$ cat src/rtl/pipeline_stall_ctrl_pkg.sv
// Shared types for the pipeline stall/flush sequencer.
//   stall_state_t : refill sequencer states (IDLE, WB, FILL, DONE)
//   RESULT_LOAD   : ResultSrcE encoding that marks a load in Execute
package pipe_ctrl_pkg;

   typedef enum logic [1:0] {
      IDLE = 2'd0,
      WB   = 2'd1,
      FILL = 2'd2,
      DONE = 2'd3
   } stall_state_t;

   localparam logic [1:0] RESULT_LOAD = 2'b01;

endpackage

$ cat src/rtl/pipeline_stall_ctrl_if.sv
// Main-memory refill/write-back handshake between the stall sequencer and
// the memory.
//   mem_req  : controller -> memory, a beat is requested (held across beats)
//   mem_we   : controller -> memory, 1 = write-back beat, 0 = refill beat
//   mem_beat : controller -> memory, word index within the cache line
//   fill_we  : controller -> cache, write the returned word at mem_beat
//   mem_ack  : memory -> controller, one beat completed this cycle
// Handshake: a beat completes on every cycle where mem_req=1 and mem_ack=1.
// mem_req=1 with mem_ack=0 is a wait state; beat index and direction hold.
// The controller may drop mem_req (reset) with a beat outstanding.
interface pipeline_stall_ctrl_if #(
   parameter int BEAT_W = 2
);
   logic              mem_req;
   logic              mem_we;
   logic [BEAT_W-1:0] mem_beat;
   logic              fill_we;
   logic              mem_ack;

   modport master (
      output mem_req, mem_we, mem_beat, fill_we,
      input  mem_ack
   );

   modport slave (
      input  mem_req, mem_we, mem_beat, fill_we,
      output mem_ack
   );
endinterface

$ cat src/rtl/pipeline_stall_ctrl_hazard_detect.sv
// Combinational hazard terms for the stall sequencer.
//   ResultSrcE, RdE : result select / destination of the instruction in Execute
//   Rs1D, Rs2D      : source registers of the instruction in Decode
//   PCSrcE          : taken branch/jump resolved in Execute
//   lw_stall        : load-use hazard (one-cycle bubble)
//   br_flush        : branch flush request
// The top-level sequencer overrides both while a cache miss is serviced.
module hazard_detect
   import pipe_ctrl_pkg::*;
(
   input  logic [1:0] ResultSrcE,
   input  logic [4:0] RdE,
   input  logic [4:0] Rs1D,
   input  logic [4:0] Rs2D,
   input  logic       PCSrcE,
   output logic       lw_stall,
   output logic       br_flush
);

   always_comb begin
      // x0 is never a real dependency, so a load to x0 cannot stall.
      lw_stall = (ResultSrcE == RESULT_LOAD) && (RdE != 5'd0) &&
                 ((RdE == Rs1D) || (RdE == Rs2D));
      br_flush = PCSrcE;
   end

endmodule

$ cat src/rtl/pipeline_stall_ctrl.sv
// Central stall/flush sequencer for the five-stage cached RV32I pipeline.
// Merges load-use stalls, branch flushes and data-cache miss refills.
//   clk, rst            : clock, synchronous active-high reset
//   ResultSrcE, RdE     : Execute-stage result select / destination
//   Rs1D, Rs2D          : Decode-stage source registers
//   PCSrcE              : taken branch/jump in Execute
//   DMissM, DDirtyM     : data-cache miss / dirty victim for the Memory access
//   FEN, DEN, EEN, MEN  : stage-register enables (1 = advance)
//   RSTD, RSTE, RSTW    : flush Decode / Execute / Writeback registers
//   mem                 : refill handshake (master side)
//   state_dbg           : current sequencer state
module pipeline_stall_ctrl
   import pipe_ctrl_pkg::*;
#(
   parameter int WORDS_PER_LINE = 4,
   parameter int BEAT_W         = $clog2(WORDS_PER_LINE)
) (
   input  logic                  clk,
   input  logic                  rst,
   input  logic [1:0]            ResultSrcE,
   input  logic [4:0]            RdE,
   input  logic [4:0]            Rs1D,
   input  logic [4:0]            Rs2D,
   input  logic                  PCSrcE,
   input  logic                  DMissM,
   input  logic                  DDirtyM,
   output logic                  FEN,
   output logic                  DEN,
   output logic                  EEN,
   output logic                  MEN,
   output logic                  RSTD,
   output logic                  RSTE,
   output logic                  RSTW,
   pipeline_stall_ctrl_if.master mem,
   output stall_state_t          state_dbg
);

   localparam logic [BEAT_W-1:0] LAST_BEAT = BEAT_W'(WORDS_PER_LINE - 1);

   stall_state_t      state_q, state_d, state_eff;
   logic [BEAT_W-1:0] cnt_q, cnt_d, cnt_eff;
   logic              lw_stall, br_flush;
   logic              miss_stall;

   hazard_detect u_hazard (
      .ResultSrcE (ResultSrcE),
      .RdE        (RdE),
      .Rs1D       (Rs1D),
      .Rs2D       (Rs2D),
      .PCSrcE     (PCSrcE),
      .lw_stall   (lw_stall),
      .br_flush   (br_flush)
   );

   always_ff @(posedge clk) begin
      if (rst) begin
         state_q <= IDLE;
         cnt_q   <= '0;
      end else begin
         state_q <= state_d;
         cnt_q   <= cnt_d;
      end
   end

   always_comb begin
      // While reset is held the outputs already look like IDLE with beat 0,
      // so an abandoned refill stops requesting memory immediately.
      state_eff    = rst ? IDLE : state_q;
      cnt_eff      = rst ? '0 : cnt_q;
      state_d      = state_eff;
      cnt_d        = cnt_eff;
      mem.mem_req  = 1'b0;
      mem.mem_we   = 1'b0;
      mem.fill_we  = 1'b0;
      mem.mem_beat = cnt_eff;

      case (state_eff)
         IDLE: begin
            if (DMissM) state_d = DDirtyM ? WB : FILL;
         end
         WB: begin
            mem.mem_req = 1'b1;
            mem.mem_we  = 1'b1;
            if (mem.mem_ack) begin
               cnt_d = cnt_eff + BEAT_W'(1);
               if (cnt_eff == LAST_BEAT) state_d = FILL;
            end
         end
         FILL: begin
            mem.mem_req = 1'b1;
            mem.fill_we = mem.mem_ack;
            if (mem.mem_ack) begin
               cnt_d = cnt_eff + BEAT_W'(1);
               if (cnt_eff == LAST_BEAT) state_d = DONE;
            end
         end
         DONE: begin
            // One extra held cycle lets the cache re-look-up the refilled line.
            state_d = IDLE;
         end
         default: state_d = IDLE;
      endcase

      // A miss freezes the whole pipe and bubbles Writeback; load-use and
      // branch terms are ignored until release and re-evaluated then.
      miss_stall = (state_eff != IDLE) || DMissM;
      if (miss_stall) begin
         FEN  = 1'b0;
         DEN  = 1'b0;
         EEN  = 1'b0;
         MEN  = 1'b0;
         RSTD = 1'b0;
         RSTE = 1'b0;
         RSTW = 1'b1;
      end else begin
         FEN  = ~lw_stall;
         DEN  = ~lw_stall;
         EEN  = 1'b1;
         MEN  = 1'b1;
         RSTD = br_flush;
         RSTE = lw_stall | br_flush;
         RSTW = 1'b0;
      end

      state_dbg = state_eff;
   end

endmodule

$ cat src/flat_wrapper.sv
// flat-port wrapper written by rule: the top's interface ports become plain ports
module pipeline_stall_ctrl_flat import pipe_ctrl_pkg::*;
#(
   parameter int WORDS_PER_LINE = 4,
   parameter int BEAT_W         = $clog2(WORDS_PER_LINE)
)
  (clk, rst, ResultSrcE, RdE, Rs1D, Rs2D, PCSrcE, DMissM, DDirtyM, FEN, DEN, EEN, MEN, RSTD, RSTE, RSTW, state_dbg, mem_mem_req, mem_mem_we, mem_mem_beat, mem_fill_we, mem_mem_ack);
  pipeline_stall_ctrl_if #(.BEAT_W(BEAT_W)) mem_i ();
  input  logic clk;
  input  logic rst;
  input  logic [1:0] ResultSrcE;
  input  logic [4:0] RdE;
  input  logic [4:0] Rs1D;
  input  logic [4:0] Rs2D;
  input  logic PCSrcE;
  input  logic DMissM;
  input  logic DDirtyM;
  output logic FEN;
  output logic DEN;
  output logic EEN;
  output logic MEN;
  output logic RSTD;
  output logic RSTE;
  output logic RSTW;
  output stall_state_t state_dbg;
  output wire logic [$bits(mem_i.mem_req)-1:0] mem_mem_req;
  output wire logic [$bits(mem_i.mem_we)-1:0] mem_mem_we;
  output wire logic [$bits(mem_i.mem_beat)-1:0] mem_mem_beat;
  output wire logic [$bits(mem_i.fill_we)-1:0] mem_fill_we;
  input wire logic [$bits(mem_i.mem_ack)-1:0] mem_mem_ack;
  assign mem_mem_req = mem_i.mem_req;
  assign mem_mem_we = mem_i.mem_we;
  assign mem_mem_beat = mem_i.mem_beat;
  assign mem_fill_we = mem_i.fill_we;
  assign mem_i.mem_ack = mem_mem_ack;
  pipeline_stall_ctrl #(.WORDS_PER_LINE(WORDS_PER_LINE), .BEAT_W(BEAT_W)) u_core (.clk(clk), .rst(rst), .ResultSrcE(ResultSrcE), .RdE(RdE), .Rs1D(Rs1D), .Rs2D(Rs2D), .PCSrcE(PCSrcE), .DMissM(DMissM), .DDirtyM(DDirtyM), .FEN(FEN), .DEN(DEN), .EEN(EEN), .MEN(MEN), .RSTD(RSTD), .RSTE(RSTE), .RSTW(RSTW), .mem(mem_i), .state_dbg(state_dbg));
endmodule
$ cat config.mk
export PLATFORM = sky130hd
export DESIGN_NAME = pipeline_stall_ctrl_flat
export DESIGN_NICKNAME = d
export VERILOG_FILES = /design/src/rtl/pipeline_stall_ctrl_pkg.sv /design/src/rtl/pipeline_stall_ctrl_if.sv /design/src/rtl/pipeline_stall_ctrl_hazard_detect.sv /design/src/rtl/pipeline_stall_ctrl.sv /design/src/flat_wrapper.sv
export SDC_FILE = /design/constraint.sdc
export NUM_CORES = 1
export LEC_CHECK = 0
export CAP_MARGIN = 25
export CORE_ASPECT_RATIO = 1.25
export CORE_MARGIN = 1
export CORE_UTILIZATION = 29
export DETAILED_ROUTE_END_ITERATION = 16
export GPL_TIMING_DRIVEN = 0
export HOLD_SLACK_MARGIN = 0.1
export PLACE_DENSITY = 0.72
export SLEW_MARGIN = 10
export SYNTH_ARGS = -nofsm -noshare
export SYNTH_HDL_FRONTEND = slang
export SYNTH_SLANG_ARGS = --single-unit
$ cat constraint.sdc
create_clock -name clk -period 1.5 [get_ports clk]
set_clock_uncertainty 0.15 [all_clocks]
set_input_delay 0.3 -clock clk [delete_from_list [all_inputs] [get_ports clk]]
set_output_delay 0.3 -clock clk [all_outputs]
set_load 0.05 [all_outputs]
==> summary.txt <==
Die
  • Initial Util: 0.3109
  • DIE WIDTH: between 30 and 40 um
  • IO Count: 37
  • Die ar.: about 1800 um2
  • Core area: 1562 um2
  • Rows: 16
  • Die height: about 48 um

Pwr
  • Design Power: 604.3 uW
  • Pwr dens: 528.5 nW/um2
  • Clock share of power: 0.216
  • Reg power frac: 0.195
  • Switching power of the nets: 226.6 uW
  • Comb pwr share: 0.589
  • Internal: 377.8 uW
  • Worst vdd ir: ~0.65 mV
  • LEAKAGE: 0.0005330 uW
  • Net Sw Frac: 0.3749

Cells and area
  • Area of the multi-input gates: about 520 um2
  • Post-layout nets: 137
  • Layout Area Growth over Synthesis: 135.6%
  • Share of cells above drive strength 1: 0.6075
  • Fill cells: 125
  • Seq. cell area: 82.58 um2
  • Antenna fix cells: 0

Clock tree
  • TritonCTS buffer count: 3
  • Clk root buf: clkbuf_4
  • Clock Pin Slew Worst Setup and Hold Paths: 40 ps
  • Number of clock sinks: 4
  • Htree depth: 1
  • TritonCTS clock tree: done
  • Clock latency on the worst-skew pair: 230 ps
  • Maximum root-to-sink buffer count: 2

STA
  • Actual slew at the worst max-slew pin: 263.3 ps
  • Fin crit share: 1.290
  • Final worst path period need: 1936 ps
  • Final setup viols: 10
  • Final hold viol count: 0
  • Unrepaired setup endpoints after global routing: true
  • Worst setup margin: -435.7 ps
  • Peak Freq: approximately 520 MHz
  • Relative slew margins: 0.8239
  • Max Slew Vio Count: 0

Place
  • Routability congestion estimate: 0.6020
  • Half-perimeter wire length after placement: 1094 um
  • Port buffer count: 36
  • Dpl ws: -1623 ps

Flow run
  • Max cap viols: 0

Global route
  • Via count of the first global-routing pass: 514
  • First-pass GRT wire length: 2035 um
  • Global Route Usage Sum: 0.1585
  • Largest net degree at the start of global routing: 9
  • Initial antenna violation count: 0
  • Total overflow reported by the global router: 0

Critical path
  • Levels on crit path: 7
  • Slowest stage delay, CP: 310 ps
  • Critical Path Fanout Max: 2
  • Cell repeated most along the worst path: buf_8
  • Buf+Inv Stages, Crit Path: 3
  • Depth of the most critical reg-to-reg path: 6
  • Critical Path Source Type: primary input
  • CP Class: primary input to primary output
  • Crit-path leading delay family: compound AO/OA/AOI/OAI gates
  • Crit path cell chain: buf_6 > xor2_1 > nor3_2 > a22oi_2 > o31a_4 > buf_8 > buf_8
  • Req. time, crit path: 1050 ps
  • CP arrival: 1490 ps
  • CP max stage cell: o31a_4
  • Worst Setup End Kind: primary output

Route
  • Drt pass-1 iters: 2
  • Remaining DRCs: 0
  • Vias per Instance: 4.696
  • Drt total wl: between 1000 and 1500 um
  • Post-DR wirelength/cell: 11.88 um
  • ANT nets after route: 0
  • Iteration-0 DRC count of the detailed router: 2
  • Vias: between 500 and 600

Min path
  • Hold depth: 2
  • Hold Crit Class: primary input to flip-flop

Synthesis
  • Synthesized Nets: a little under 90
  • Netlist cell types: 22
  • Post-Synthesis Mean Instance Area: 7.958 um2
  • Synth warn: 0
  • Sequential share of the synthesized area: 0.1649
  • Largest area contributor in the netlist: xor2_1
  • Mapped cell area: 485.5 um2
  • Synth top area cells: xor2_1, dfxtp_1, ha_1
  • Post-Syn Instances: 61
  • Yosys reg bits: 4
  • Share of the synthesized area in the top cell type: 0.1985

Outcome
  • Status: finished with violations
  • Violated checks: setup timing
-- layout by cell type, fill, tap and decap left out, drive strengths merged, types with 2 or more instances in the layout --
| cell type | instances |
|---|---|
| a21oi | 4 |
| buf | 33 |
| clkbuf | 4 |
| clkdlybuf4s15 | 2 |
| clkdlybuf4s50 | 3 |
| dfxtp | 4 |
| dlygate4sd2 | 5 |
| ha | 5 |
| inv | 4 |
| nand2 | 5 |
| nand2b | 4 |
| nor2 | 7 |
| nor2b | 2 |
| nor3 | 2 |
| o31a | 2 |
| xor2 | 11 |
-- per-stage QoR --
stage               TNS (ps)  std cells  utilization  hold WS [ps]  area [um2]
floorplan              -3579         61            -         219.1       570.5
global placement      -19650        115       0.6106         296.2       953.4
detailed placement    -19900        115       0.6106         304.6       953.4
CTS                    -2702        122       0.6530         160.8        1020
global route           -2950        125       0.7324         173.8        1144
finish                 -2512        125       0.7324         161.3        1144
-- power groups by stage --
stage               clock [uW]  combinational (uW)  sequential, uW
floorplan                    0                 182             118
global placement             0                 298             118
detailed placement           0                 300             119
CTS                        138                 315             118
global route               147                 375             118
finish                     131                 356             118
-- synth_stat cells --
cell      instances
xor2_1           11
nor2_1            6
ha_1              5
inv_1             5
nand2_1           5
a21oi_1           4
dfxtp_1           4
nand2b_1          4
buf_4             2
nor2b_1           2
o31a_1            2
a211oi_1          1
a22oi_1           1
and2_1            1
mux2_2            1
mux2i_1           1
nand3_1           1
nor2_2            1
nor3_1            1
nor3_2            1
o41ai_2           1
or4_4             1
-- logic make-up after synthesis --
logic type / after synthesis / share of synthesized area
buffers and inverters: 7 / 0.06958
muxes: 2 / 0.04381
and+or+nand+nor: 23 / 0.2526
AOI/OAI and AO/OA: 9 / 0.1418
DFF: 4 / 0.1650
adders and majority gates: 5 / 0.1289
xor gates and xnor gates: 11 / 0.1984
-- sequential cells by signal, summed over array words and instances, names as in the netlist --
register        flops
u_core.cnt_q        2
u_core.state_q      2
-- final cells by class --
type / count / area share
timing repair buffer: 43 / 0.3873
buffer: 2 / 0.02298
inverter: 5 / 0.02407
sequential: 4 / 0.07221
clock buffer: 3 / 0.01969
tap: 18 / 0.01969
multi-input combinational: 50 / 0.4540
-- path summary, 6_finish.rpt --
check	slack, ps	end	start
max	-440	FEN	Rs1D[4]
min	160	u_core.state_q[0]	rst
max reg2reg	60	u_core.state_q[0]	u_core.state_q[1]
min reg2reg	310	u_core.cnt_q[1]	u_core.cnt_q[1]
-- worst register-to-register path: stages (launching register included) --
cell and delay, ps:
dfxtp_2 350, nand2b_4 70, buf_6 120, buf_6 120
ha_4 160, o31a_1 290, nor2_1 100
-- metal layers --
layer | part of all wire | global-route usage | up-vias
li1 | - | - | 296
met4 | 0 | 0.04138 | 0
met3 | 0.12 | 0.06977 | 0
met1 | 0.33 | 0.1577 | 257
met2 | 0.55 | 0.2967 | 34
met5 | 0 | 0 | -
-- timing repair --
| item | 4_1_cts | 5_1_grt |
|---|---|---|
| hold endpoints to repair | 0 | 0 |
| hold buffers | 0 | 0 |
| endpoints found under the setup margin | 18 | 13 |
| resized for setup | 162 | 33 |
| pin swaps | 16 | 7 |
| setup buffers | 4 | 4 |
No activity file was read; power rests on OpenSTA's default activity.
